## src/rtl/ovc_state_ctrl.sv

```systemverilog
// Output-VC state and credit controller.
// Each downstream VC k runs its own IDLE/ACTIVE/DRAIN machine and credit counter. The
// availability vector feeds VC allocation and the credit-ok vector feeds switch allocation.
// All outputs are registered, so an update at edge t is visible from cycle t+1.
module ovc_state_ctrl #(
    parameter int unsigned N     = 5,
    parameter int unsigned V     = 4,
    parameter int unsigned DEPTH = 4,
    parameter int unsigned CW    = $clog2(DEPTH + 1)
) (
    input  logic              clk,
    input  logic              rst,
    input  logic [N*V-1:0]    va_grant_i,
    input  logic [N*V-1:0]    flit_sent_i,
    input  logic [N*V-1:0]    tail_sent_i,
    input  logic [N*V-1:0]    credit_ret_i,
    output logic [N*V-1:0]    ovc_avail_o,
    output logic [N*V-1:0]    ovc_credit_ok_o,
    output logic [N*V*CW-1:0] ovc_credit_o,
    output logic              err_o
);

    localparam int unsigned   NV        = N * V;
    localparam logic [CW-1:0] CreditMax = CW'(DEPTH);

    typedef enum logic [1:0] {
        StIdle,
        StActive,
        StDrain
    } vc_state_e;

    vc_state_e     state_q  [NV];
    vc_state_e     state_d  [NV];
    logic [CW-1:0] credit_q [NV];
    logic [CW-1:0] credit_d [NV];
    logic [NV-1:0] vc_err;
    logic [NV-1:0] avail_q, avail_d;
    logic [NV-1:0] ok_q, ok_d;
    logic          err_q, err_d;

    // Per-VC next credit count, next state and protocol-error detection.
    always_comb begin
        for (int unsigned k = 0; k < NV; k++) begin
            credit_d[k] = credit_q[k];
            state_d[k]  = state_q[k];
            vc_err[k]   = 1'b0;

            // A send and a return in the same cycle cancel out.
            if (flit_sent_i[k] && !credit_ret_i[k]) begin
                if (credit_q[k] == '0) begin
                    vc_err[k] = 1'b1;
                end else begin
                    credit_d[k] = credit_q[k] - 1'b1;
                end
            end else if (credit_ret_i[k] && !flit_sent_i[k]) begin
                if (credit_q[k] == CreditMax) begin
                    vc_err[k] = 1'b1;
                end else begin
                    credit_d[k] = credit_q[k] + 1'b1;
                end
            end

            if (tail_sent_i[k] && !flit_sent_i[k]) begin
                vc_err[k] = 1'b1;
            end

            case (state_q[k])
                StIdle: begin
                    if (flit_sent_i[k]) vc_err[k] = 1'b1;
                    if (va_grant_i[k])  state_d[k] = StActive;
                end
                StActive: begin
                    if (va_grant_i[k]) vc_err[k] = 1'b1;
                    if (flit_sent_i[k] && tail_sent_i[k]) state_d[k] = StDrain;
                end
                StDrain: begin
                    if (va_grant_i[k] || flit_sent_i[k]) vc_err[k] = 1'b1;
                    // Exit once every downstream slot is free again (post-update count).
                    if (credit_d[k] == CreditMax) state_d[k] = StIdle;
                end
                default: state_d[k] = StIdle;
            endcase

            avail_d[k] = (state_d[k] == StIdle);
            ok_d[k]    = (credit_d[k] != '0);
        end
        err_d = err_q | (|vc_err);
    end

    // State, credit and output registers; reset discards any packet in flight.
    always_ff @(posedge clk) begin
        if (rst) begin
            for (int unsigned k = 0; k < NV; k++) begin
                state_q[k]  <= StIdle;
                credit_q[k] <= CreditMax;
            end
            avail_q <= '1;
            ok_q    <= '1;
            err_q   <= 1'b0;
        end else begin
            for (int unsigned k = 0; k < NV; k++) begin
                state_q[k]  <= state_d[k];
                credit_q[k] <= credit_d[k];
            end
            avail_q <= avail_d;
            ok_q    <= ok_d;
            err_q   <= err_d;
        end
    end

    // Flatten the credit counters onto the output bus.
    always_comb begin
        ovc_credit_o = '0;
        for (int unsigned k = 0; k < NV; k++) begin
            ovc_credit_o[k*CW +: CW] = credit_q[k];
        end
    end

    assign ovc_avail_o     = avail_q;
    assign ovc_credit_ok_o = ok_q;
    assign err_o           = err_q;

endmodule
```

## config.mk

```make
export PLATFORM = sky130hd
export DESIGN_NAME = ovc_state_ctrl
export DESIGN_NICKNAME = d
export VERILOG_FILES = /design/src/rtl/ovc_state_ctrl.sv
export SDC_FILE = /design/constraint.sdc
export NUM_CORES = 1
export LEC_CHECK = 0
export ABC_AREA = 1
export CAP_MARGIN = 5
export CORE_MARGIN = 5
export CORE_UTILIZATION = 50
export DETAILED_ROUTE_END_ITERATION = 12
export PLACE_DENSITY = 0.79
export SYNTH_ARGS = -nofsm -noshare
export SYNTH_HDL_FRONTEND = slang
export SYNTH_SLANG_ARGS = --single-unit
```

## constraint.sdc

```tcl
create_clock -name clk -period 1.5 [get_ports clk]
set_input_delay 0.15 -clock clk [delete_from_list [all_inputs] [get_ports clk]]
set_output_delay 0.15 -clock clk [all_outputs]
set_load 0.01 [all_outputs]
```

==> impl_metrics.yaml <==
hold_path:
  hold_depth: 3
  hp-class: "in -> reg"
  hold_path.startpoint: "rst"
  hold_end: "credit_q[4][4]$_SDFF_PP0_"
routing:
  vias: 13400
  route.detailed.wl_per_inst_um: 15.4
  first_pass_iters: 5
  drc: 0
  drtAntennaViolNets: 0
  viasPerCell: 5.08
  drtIter0Drc: 852
  finalWirelength_mm: 40.5
floorplan:
  initial_core_util_pct: 50.6
  row_count: 54
  die-height_um: 158
  dieArea_mm2: 0.0250
  coreArea_mm2: 0.0217
  die_w_um: 158
  io-pin-count: 183
synth:
  synth-seq-area-share_pct: 25.7
  syn_avg_cell_area_um2: 6.09
  synth_seq_cells: 141
  yosysUniqueCellTypes: 22
  synth_fp_nets: 2023
  synth_warnings: 0
  syn_inst: 1801
  syn-cell-area_mm2: 0.0110
critical_path:
  r2r_slack_ns: -0.24
  end_kind: "flop"
  crit_top_cell: "nand2_2"
  cp-start-kind: "flop"
  worstPathArrival_ns: 2.12
  worstSetupPathType: "reg -> reg"
  r2r_end: "ovc_avail_o[0]$_SDFF_PP1_"
  critPathMaxFanout: 2
  slowest_delay_ns: 0.35
  cp_cell_sequence: "inv_4 > buf_6 > buf_6 > ha_4 > xor2_2 > nand3_2 > nand2_2 > nand3_2 > nand2_2 > nand2_2 > nand2_2 > nand2_2 > inv_2"
  rr_startpoint: "credit_q[0][1]$_SDFF_PP0_"
  reg2reg_depth: 13
  cp_slowest_cell: "dfxtp_2"
  critPathRequiredTime_ns: 1.88
global_routing:
  grt_antenna_before_repair: 3
  grt_pass1_vias: 12900
  grt-ovfl-total: 0
  grt.total_usage_pct: 27.8
  grt_pass1_wl_mm: 57.1
  grt_max_degree: 32
clock_tree:
  clock-root-buffer: "clkbuf_16"
  cts_buffer_depth: 2
  worst_skew_pair.late_latency_ns: 0.43
  htreeDepth: 4
  clock-sinks: 141
  cts_tree: "done"
  cts-hold-fix-buffers: 0
  path_clk_slew_ns: 0.06
  cts_inserted_buffers: 17
run:
  maxCapViolCount: 0
cells_and_area:
  post-route-cell-area_mm2: 0.0179
  fin_nets: 2562
  fill_cells: 1251
  stdcell_count: 2634
  final_layout_size_suffix_gt1_share_pct: 35.9
  utilization_pct: 82.3
  area_delta_synth_final_pct: 62.8
timing:
  setup_viol: 23
  finClkSkew_ns: 0.0112
  slew_violations: 0
  rsz0062_at_grt: "yes"
  setup_ws_ns: -0.245
  fmax_mhz: 573
  hold_viol_final: 0
  worst_hold_slack_ns: 0.167
  fin_crit_sh_pct: 116
  min_period_ns: 1.74
  max-slew-margin-rel_pct: 68.1
  worst_slew_pin_slew_ns: 0.474
placement:
  port_buffers: 182
  dp_hpwl_mm: 26.5
  place_area_mm2: 0.0155
  place_congestion: 0.933
  dp_cells: 2575
power_and_ir_drop:
  power_density_mw_per_mm2: 886
  total_power_mw: 15.8
  p_leak_nw: 9.83
  irDropWorstVdd_mv: 0.773
status:
  outcome: "finished, violations left"
  failed_checks: "negative setup slack"
-- where the power goes --
| part | internal, mW | switching [mW] |
|---|---|---|
| logic | 3.38 | 3.74 |
| registers | 4.17 | 0.264 |
| clock network | 2.45 | 1.82 |
| total | 10.0 | 5.82 |
-- placed cells by master (no fill, tap or decap), drive strengths merged, types with 62 or more instances in the layout --
cell	netlist	routed
buf	0	350
a21oi	66	66
nor2	154	154
inv	358	365
dfxtp	141	141
ha	140	140
clkdlybuf4s50	0	116
nand2	697	697
dlygate4sd2	0	62
nand3	112	112
-- synth_stat cells --
library cell  number  area share, %
a21oi_1           61            2.8
a21oi_2            5           0.40
a31oi_1            1          0.057
clkbuf_1          11           0.38
clkinv_1           6           0.21
dfxtp_1          141             26
ha_1             140             16
inv_1            337             12
inv_2             21           0.72
nand2_1          693             24
nand2_2            4           0.23
nand3_1          112            5.1
nand3b_1          23            1.6
nand4_1           38            2.2
nor2_1           127            4.3
nor2_2            16           0.91
nor2_4            11            1.1
o211ai_1           1          0.068
o21ai_0           28            1.3
o21ai_1            8           0.37
or2_2              1          0.057
xor2_1            16            1.3
-- cell type report --
cell class              count  area [um2]  share of cell area (%)
multi-input cells        1285        8170                    45.7
repair buffers            531        4460                    25.0
flip-flops and latches    141        2900                    16.2
inverters                 364        1400                    7.83
clock buffers              18         429                    2.40
well taps                 280         350                    1.96
clock inverters            13         143                   0.799
diodes                      2        5.00                  0.0280
-- through the flow --
| step | worst slack, ns | TNS, ns |
|---|---|---|
| floorplan | 0.00129 | 0 |
| global placement | -0.264 | -14.10 |
| detailed placement | -0.287 | -18.53 |
| CTS | -0.152 | -0.158 |
| global route | -0.293 | -5.97 |
| finish | -0.245 | -1.71 |
-- sequential cells by signal, indices dropped and copies added, names as in the netlist --
| name | flops |
|---|---|
| credit_q | 60 |
| state_q | 40 |
| ovc_avail_o | 20 |
| ovc_credit_ok_o | 20 |
| err_o | 1 |
-- cell families (layout without fill, tap and decap cells) --
| logic type | after synthesis | in the layout | share of synthesized area, % |
|---|---|---|---|
| compound gates | 104 | 104 | 4.95 |
| xor+xnor | 16 | 16 | 1.28 |
| fa+ha+maj | 140 | 140 | 16.0 |
| buf+inv | 375 | 926 | 12.8 |
| flops | 141 | 141 | 25.7 |
| other cells | 0 | 2 | 0 |
| simple gates | 1025 | 1025 | 39.2 |
-- per-layer routing --
metal	part of all wire, %	track usage [%]	wire length (um)	vias up
li1	-	-	-	6550
met1	38	31.3	15200	6147
met2	50	49.3	20300	529
met3	6.7	5.39	2710	165
met4	5.7	15.2	2300	2
met5	0.032	0.595	13	-
-- what timing repair did --
item	CTS	global route
endpoints found under the setup margin	119	86
gates resized for setup	218	368
buffers inserted	12	22
cloned	0	0
pin swaps	80	219
-- how the worst max path moves through the flow --
stage	startpoint	endpoint	cells after the start
floorplan	credit_q[3][7]$_SDFF_PP0_	state_q[3][4]$_SDFF_PP0_	12
global placement	flit_sent_i[9]	err_o$_SDFF_PP0_	12
detailed placement	flit_sent_i[10]	err_o$_SDFF_PP0_	12
CTS	state_q[3][2]$_SDFF_PP0_	err_o$_SDFF_PP0_	11
global route	credit_q[1][10]$_SDFF_PP0_	err_o$_SDFF_PP0_	14
finish	credit_q[0][1]$_SDFF_PP0_	ovc_avail_o[0]$_SDFF_PP1_	13
-- critical path: cells and delay by family, from the launching register on --
kind / cells / cell delay [ns]
flops: 1 / 0.35
xor+xnor: 1 / 0.18
buf+inv: 4 / 0.34
simple gates: 7 / 0.66
fa+ha+maj: 1 / 0.16
No activity file was read; power rests on OpenSTA's default activity.
